--- src/rtl/dsp_mac_sequencer.sv ---
// Runs one DSP48A1 slice as a length-programmable (negative) multiply-accumulate engine.
// Tracks the A1/B1 -> M -> P pipeline and pulses res_valid in the cycle P holds the final sum.
module dsp_mac_sequencer #(
  parameter int LEN_W = 16
) (
  input  logic             CLK,
  input  logic             RSTN,
  input  logic             start,
  input  logic [LEN_W-1:0] len,
  input  logic             sub,
  input  logic             abort,
  input  logic             in_valid,
  output logic             in_ready,
  input  logic [17:0]      in_a,
  input  logic [17:0]      in_b,
  output logic [17:0]      dsp_a,
  output logic [17:0]      dsp_b,
  output logic [7:0]       dsp_opmode,
  output logic             dsp_cea,
  output logic             dsp_ceb,
  output logic             dsp_cem,
  output logic             dsp_cep,
  output logic             dsp_ceopmode,
  output logic             dsp_cecarryin,
  output logic             dsp_rstp,
  input  logic [47:0]      dsp_p,
  output logic [47:0]      res,
  output logic             res_valid,
  output logic             busy,
  output logic             err
);

  localparam logic [1:0] ST_IDLE  = 2'd0;
  localparam logic [1:0] ST_RUN   = 2'd1;
  localparam logic [1:0] ST_DRAIN = 2'd2;

  logic [1:0]       state_q, state_d;
  logic [LEN_W-1:0] cnt_q, cnt_d;
  logic             sub_q, sub_d;
  logic             first_q, first_d;
  logic             s1_q, s1_d;
  logic             s1_first_q, s1_first_d;
  logic             s1_last_q, s1_last_d;
  logic             s2_q, s2_d;
  logic             s2_last_q, s2_last_d;
  logic [7:0]       opmode_hold_q;
  logic             res_valid_q, res_valid_d;
  logic             err_q, err_d;
  logic             rstp_q, rstp_d;
  logic             ce_on_q;

  logic             accept;
  logic             last_accept;
  logic             is_idle;
  logic             do_abort;
  logic [7:0]       opmode_now;

  assign is_idle     = (state_q == ST_IDLE);
  assign in_ready    = (state_q == ST_RUN);
  assign accept      = in_valid & in_ready;
  assign last_accept = accept & (cnt_q == LEN_W'(1));
  assign do_abort    = abort & ~is_idle;

  // First pair of a run starts from Z=0 so stale P contents never leak in.
  assign opmode_now = {sub_q, 3'b000, (s1_first_q ? 2'b00 : 2'b10), 2'b01};
  assign dsp_opmode = s1_q ? opmode_now : opmode_hold_q;

  assign dsp_a         = in_a;
  assign dsp_b         = in_b;
  assign dsp_cea       = accept;
  assign dsp_ceb       = accept;
  assign dsp_cem       = s1_q;
  assign dsp_cep       = s2_q;
  assign dsp_ceopmode  = ce_on_q;
  assign dsp_cecarryin = ce_on_q;
  assign dsp_rstp      = rstp_q;
  assign res           = dsp_p;
  assign res_valid     = res_valid_q;
  assign busy          = ~is_idle;
  assign err           = err_q;

  always_comb begin
    state_d     = state_q;
    cnt_d       = cnt_q;
    sub_d       = sub_q;
    first_d     = first_q;
    s1_d        = accept;
    s1_first_d  = first_q;
    s1_last_d   = last_accept;
    s2_d        = s1_q;
    s2_last_d   = s1_last_q;
    res_valid_d = s2_q & s2_last_q & dsp_cep;
    err_d       = start & is_idle & (len == '0);
    rstp_d      = do_abort;

    case (state_q)
      ST_IDLE: begin
        if (start && (len != '0)) begin
          state_d = ST_RUN;
          cnt_d   = len;
          sub_d   = sub;
          first_d = 1'b1;
        end
      end
      ST_RUN: begin
        if (accept) begin
          cnt_d   = cnt_q - LEN_W'(1);
          first_d = 1'b0;
          if (last_accept) begin
            state_d = ST_DRAIN;
          end
        end
      end
      ST_DRAIN: begin
        if (res_valid_q) begin
          state_d = ST_IDLE;
        end
      end
      default: state_d = ST_IDLE;
    endcase

    // Abort flushes the pipeline tags; RSTP clears P one cycle later.
    if (do_abort) begin
      state_d     = ST_IDLE;
      cnt_d       = '0;
      first_d     = 1'b0;
      s1_d        = 1'b0;
      s1_last_d   = 1'b0;
      s2_d        = 1'b0;
      s2_last_d   = 1'b0;
      res_valid_d = 1'b0;
    end
  end

  always_ff @(posedge CLK or negedge RSTN) begin
    if (!RSTN) begin
      state_q       <= ST_IDLE;
      cnt_q         <= '0;
      sub_q         <= 1'b0;
      first_q       <= 1'b0;
      s1_q          <= 1'b0;
      s1_first_q    <= 1'b0;
      s1_last_q     <= 1'b0;
      s2_q          <= 1'b0;
      s2_last_q     <= 1'b0;
      opmode_hold_q <= 8'h00;
      res_valid_q   <= 1'b0;
      err_q         <= 1'b0;
      rstp_q        <= 1'b0;
      ce_on_q       <= 1'b0;
    end else begin
      state_q       <= state_d;
      cnt_q         <= cnt_d;
      sub_q         <= sub_d;
      first_q       <= first_d;
      s1_q          <= s1_d;
      s1_first_q    <= s1_first_d;
      s1_last_q     <= s1_last_d;
      s2_q          <= s2_d;
      s2_last_q     <= s2_last_d;
      opmode_hold_q <= dsp_opmode;
      res_valid_q   <= res_valid_d;
      err_q         <= err_d;
      rstp_q        <= rstp_d;
      ce_on_q       <= 1'b1;
    end
  end

endmodule
--- config.mk ---
export PLATFORM = sky130hd
export DESIGN_NAME = dsp_mac_sequencer
export DESIGN_NICKNAME = d
export VERILOG_FILES = /design/src/rtl/dsp_mac_sequencer.sv
export SDC_FILE = /design/constraint.sdc
export NUM_CORES = 1
export LEC_CHECK = 0
export CAP_MARGIN = 15
export CORE_AREA = 2 2 71 124
export CTS_CLUSTER_DIAMETER = 60
export CTS_CLUSTER_SIZE = 16
export DETAILED_ROUTE_END_ITERATION = 8
export DIE_AREA = 0 0 73 126
export DONT_BUFFER_PORTS = 1
export GPL_TIMING_DRIVEN = 1
export MAX_ROUTING_LAYER = met4
export SYNTH_ARGS = -nofsm -noshare
export SYNTH_HDL_FRONTEND = slang
export SYNTH_SLANG_ARGS = --single-unit
export TNS_END_PERCENT = 1
--- constraint.sdc ---
create_clock -name CLK -period 2.2 [get_ports CLK]
set_input_delay 0.66 -clock CLK [delete_from_list [all_inputs] [get_ports CLK]]
set_output_delay 0.66 -clock CLK [all_outputs]
set_load 0.05 [all_outputs]
Word-level counts from Yosys, hierarchy flattened
Index checks and enable logic that the tools add are counted.
{"block": "op_classes", "add_sub_neg": 1, "n_bitwise": 8, "muxes": 21, "reduce_logical": 8, "n_eq_ne": 7}
{"op": "$mux W16", "count": 3}
{"op": "$pmux W16 S2", "count": 1}
{"op": "$eq A16 B1 Y1 const B", "count": 1}
{"op": "$logic_not A16 Y1", "count": 1}
{"op": "$reduce_bool A16 Y1", "count": 1}
{"op": "$sub A16 B1 Y16 const B", "count": 1}
{"op": "$mux W2", "count": 6}
{"op": "$mux W1", "count": 8}
{"op": "$mux W8", "count": 1}
{"op": "$and A1 B1 Y1", "count": 7}
{"op": "$ne A3 B1 Y1 const B", "count": 2}
{"op": "$pmux W2 S3", "count": 1}
{"op": "$reduce_and A4 Y1", "count": 1}
{"op": "$ne A3 B2 Y1 const B", "count": 1}
{"op": "$ne A3 B3 Y1 const B", "count": 1}
{"op": "$reduce_and A3 Y1", "count": 1}
{"op": "$reduce_bool A3 Y1", "count": 1}
{"op": "$eq A2 B1 Y1 const B", "count": 1}
{"op": "$eq A2 B2 Y1 const B", "count": 1}
{"op": "$logic_not A2 Y1", "count": 1}
{"op": "$pmux W1 S2", "count": 1}
{"op": "$reduce_and A2 Y1", "count": 1}
{"op": "$logic_and A1 B1 Y1", "count": 1}
{"op": "$not A1 Y1", "count": 1}
{"block": "totals", "inputBits": 106, "output_inout_bits": 103, "reg_bits": 37, "wordCells": 59}

Logic depth before layout (Yosys ltp)
{"block": "depth", "word_depth": 7, "mapped_depth": 7}

Worst setup path before layout
OpenSTA, ideal clock, no wires.
{"block": "synth_path", "path_kind": "reg2out", "startpoint": "register state_q[0]", "endpoint": "output dsp_ceb", "n_path_buf": 1, "path_slack_ns": -0.622, "arrival_time_ns": 2.162, "stages_incl_launch_ff": 4, "cell_sequence": "dfrtp_1 > nor2b_1 > and2_1 > buf_4"}
{"block": "synth_via", "elab_chain_len": 2}
{"item": "start: declaration", "line_no": "37", "source": "logic [1:0] state_q, state_d;"}
{"item": "start signal: assignment", "line_no": "152", "source": "state_q <= state_d;"}
{"item": "$eq A2 B1 Y1", "line_no": "59", "source": "assign in_ready = (state_q == ST_RUN);"}
{"item": "named net in_ready", "line_no": "13", "source": "output logic in_ready,"}
{"item": "$and A1 B1 Y1", "line_no": "60", "source": "assign accept = in_valid & in_ready;"}
{"item": "end: declaration", "line_no": "20", "source": "output logic dsp_ceb,"}
The timed path passes the listed nets, and every way through them passes these cells.

Worst setup path after layout
{"block": "layout_path", "startpoint": "register state_q[0]", "endpoint": "output dsp_ceb"}
{"block": "layout_via", "elab_chain_len": 2}
{"item": "$eq A2 B1 Y1", "line_no": "59"}
{"item": "$and A1 B1 Y1", "line_no": "60"}
No other way between the ends.

==> results.py <==
metrics = {
    "routing": {
        "wl_mm": 6.20,
        "vias": 1606,
        "ant_nets": 0,
        "vias_per_cell": 5.41,
        "routedWlPerCell_microns": 20.9,
        "first_pass_iters": 5,
        "drt-initial-drc-count": 56,
        "drc": 0,
    },
    "synthesis": {
        "synth_top_family_by_area": "buffers and inverters",
        "synth-adder-area-share_pct": 1.01,
        "synth-async-reset-ratio_pct": 100,
        "synth-compound-area-share_pct": 14.8,
        "synth_area_sq_um": 2480,
        "synth_fp_nets": 384,
        "synth_xor_area_share_pct": 0,
        "synth_top_area_share_pct": 37.3,
        "synth_common_cells": "buf_4, dfrtp_1, o21ai_1",
        "synthTopCellsByArea": "dfrtp_1, buf_4, o21ai_1",
        "seq_area_frac_synth_pct": 37.3,
        "synthMuxAreaShare_pct": 2.22,
        "ys_seq_elements": 37,
        "ys_types": 40,
        "synth_top_area_cell": "dfrtp_1",
        "post-synth-top-count-cell": "buf_4",
        "synth_flop_cell": "dfrtp_1",
        "synthSimpleGateAreaFrac_pct": 15.1,
        "ys_warn_count": 0,
        "avgSynthCellArea_sq_um": 9.00,
        "synth_edf_count": 0,
        "synthCells": 276,
    },
    "run_status": {
        "status": "finished, final reports clean",
    },
    "placement": {
        "gp_congestion": 0.860,
        "dpl.hpwl_mm": 4.79,
        "portBuffers": 0,
        "place_ws_ns": 0.101,
        "placed_area_sq_um": 2070,
        "dp_cells": 289,
    },
    "setup_path": {
        "r2r_end": "cnt_q[15]",
        "rrSetupSlack_ns": 0.20,
        "cp_max_fo": 7,
        "worstSetupPathType": "reg -> out",
        "crit_required_ns": 1.54,
        "worst_ep_arrival_time_ns": 1.38,
        "start_kind": "flop",
        "r2r-start": "cnt_q[5]",
        "end_kind": "output pin",
        "r2r_cells": 5,
    },
    "global_route": {
        "grt_usage_pct": 14.0,
        "grt_overflow_total": 0,
        "grt_pass1_wl_mm": 9.24,
        "grt_pass1_vias": 1661,
        "antenna_found_initial": 0,
        "grt_max_degree": 38,
    },
    "cts": {
        "cts_hold_buf": 0,
        "path_clk_slew_ns": 0.06,
        "post_cts_resized": 0,
        "clock_latency_ns": 0.28,
        "clock_path_buffers": 2,
        "h-tree-depth": 2,
        "cts_root_buf": "clkbuf_16",
        "cts_tree": "done",
        "cts-buffers-inserted": 5,
        "post_cts_buffers": 0,
        "cts.sinks": 37,
    },
    "timing": {
        "worstMarginPinSlew_ns": 0.605,
        "slew_viol_final": 0,
        "relSlewSlack_pct": 59.3,
        "tns_ns": 0,
        "finalWorstSetupSlack_ns": 0.160,
        "period_share_pct": 92.7,
        "clock.fmax_ghz": 0.490,
        "rsz0062_at_grt": "false",
        "post-route-min-period_ns": 2.04,
        "setup_viol": 0,
        "final_hold_viol_count": 0,
        "finClkSkew_ns": 0.00657,
    },
    "final_layout": {
        "top_regs": "cnt_q x16, opmode_hold_q x8, state_q x2",
        "finalInstanceArea_sq_um": 2240,
        "antenna_cells": 0,
        "areaGrowthSynthToFinish_pct": -9.72,
        "largest_reg_flops": 16,
        "top_register": "cnt_q",
        "fin_cells": 297,
        "fin_nets": 312,
        "drive_gt1_share_pct": 19.5,
    },
    "floorplan": {
        "core_area_sq_um": 8200,
        "initial_utilization_pct": 30.3,
        "ios": 209,
        "die_w_microns": 73,
        "die_area_sq_um": 9200,
        "die_h_microns": 126,
        "std_cell_rows": 44,
    },
    "pwr": {
        "cellPowerDensity_nw_per_um2": 1050,
        "power.leakage_nw": 0.967,
        "irDropWorstVdd_mv": 0.460,
        "finalPower_mw": 2.36,
    },
    "hold_path": {
        "hold_path.class": "in -> async",
    },
    "flow_run": {
        "max_cap_viol_count": 0,
    },
}
==> layout make-up <==
cell class | instances | area, sq um
tap | 92 | 115
clock inverter | 2 | 37.5
clock buffer | 6 | 139
fill | 858 | 5960
timing repair buffer | 17 | 140
sequential | 37 | 926
multi-input combinational | 132 | 845
inverter | 11 | 41.3
==> worst max path at each step <==
stage | from | end | slack, ns | cells after the start
global route | cnt_q[4] | cnt_q[15] | 0.02 | 5
floorplan | dsp_cem | dsp_opmode[3] | -0.07 | 2
global placement | len[11] | cnt_q[0] | 0.09 | 6
finish | state_q[0] | dsp_ceb | 0.16 | 3
CTS | state_q[0] | dsp_ceb | 0.13 | 3
detailed placement | len[3] | cnt_q[0] | 0.10 | 7
==> report_power, final <==
group / switching, mW / internal (mW)
sequential: 0.122 / 0.793
clock: 0.275 / 0.565
combinational: 0.394 / 0.214
total: 0.791 / 1.57
==> worst max-delay path, cell delays in order, from the launching register on <==
cell     delay (ns)
dfrtp_1        0.49
nor2b_4        0.25
and2_2         0.19
buf_12         0.17
==> metrics by stage <==
stage | hold slack, ns | utilization, %
floorplan | 0.354 | -
detailed placement | 0.365 | 25.2
CTS | 0.0581 | 27.3
global route | 0.0554 | 27.3
finish | 0.0694 | 27.3
global placement | 0.365 | 25.2
==> placed cells by master, fill, tap and decap left out, drive strengths merged, types with 2 or more instances in the layout <==
cell,instances
nor2b,9
inv,11
or3,2
mux2,2
nor3,9
nor4,8
mux2i,2
dfrtp,37
a31oi,4
nand2,8
a22oi,2
buf,17
nor2,11
and2,4
nand2b,2
and3,3
ha,2
a32oi,7
o21ai,29
a21oi,15
clkbuf,6
a221oi,2
==> kinds of logic (layout without fill, tap and decap cells) <==
logic type                 Yosys count  after routing
and+or+nand+nor                     63             63
AOI/OAI and AO/OA                   62             62
muxes                                4              4
adders and majority gates            2              2
buffers and inverters              107             36
other                                1              1
DFF                                 37             37
==> routing by layer <==
metal | up-vias | global-route usage, % | wire length (microns)
met5 | - | - | 0
met4 | 0 | 14.3 | 605
met3 | 70 | 4.00 | 543
met2 | 103 | 22.5 | 3130
met1 | 718 | 12.1 | 1920
li1 | 715 | - | -
(Power assumes the default switching activity.)
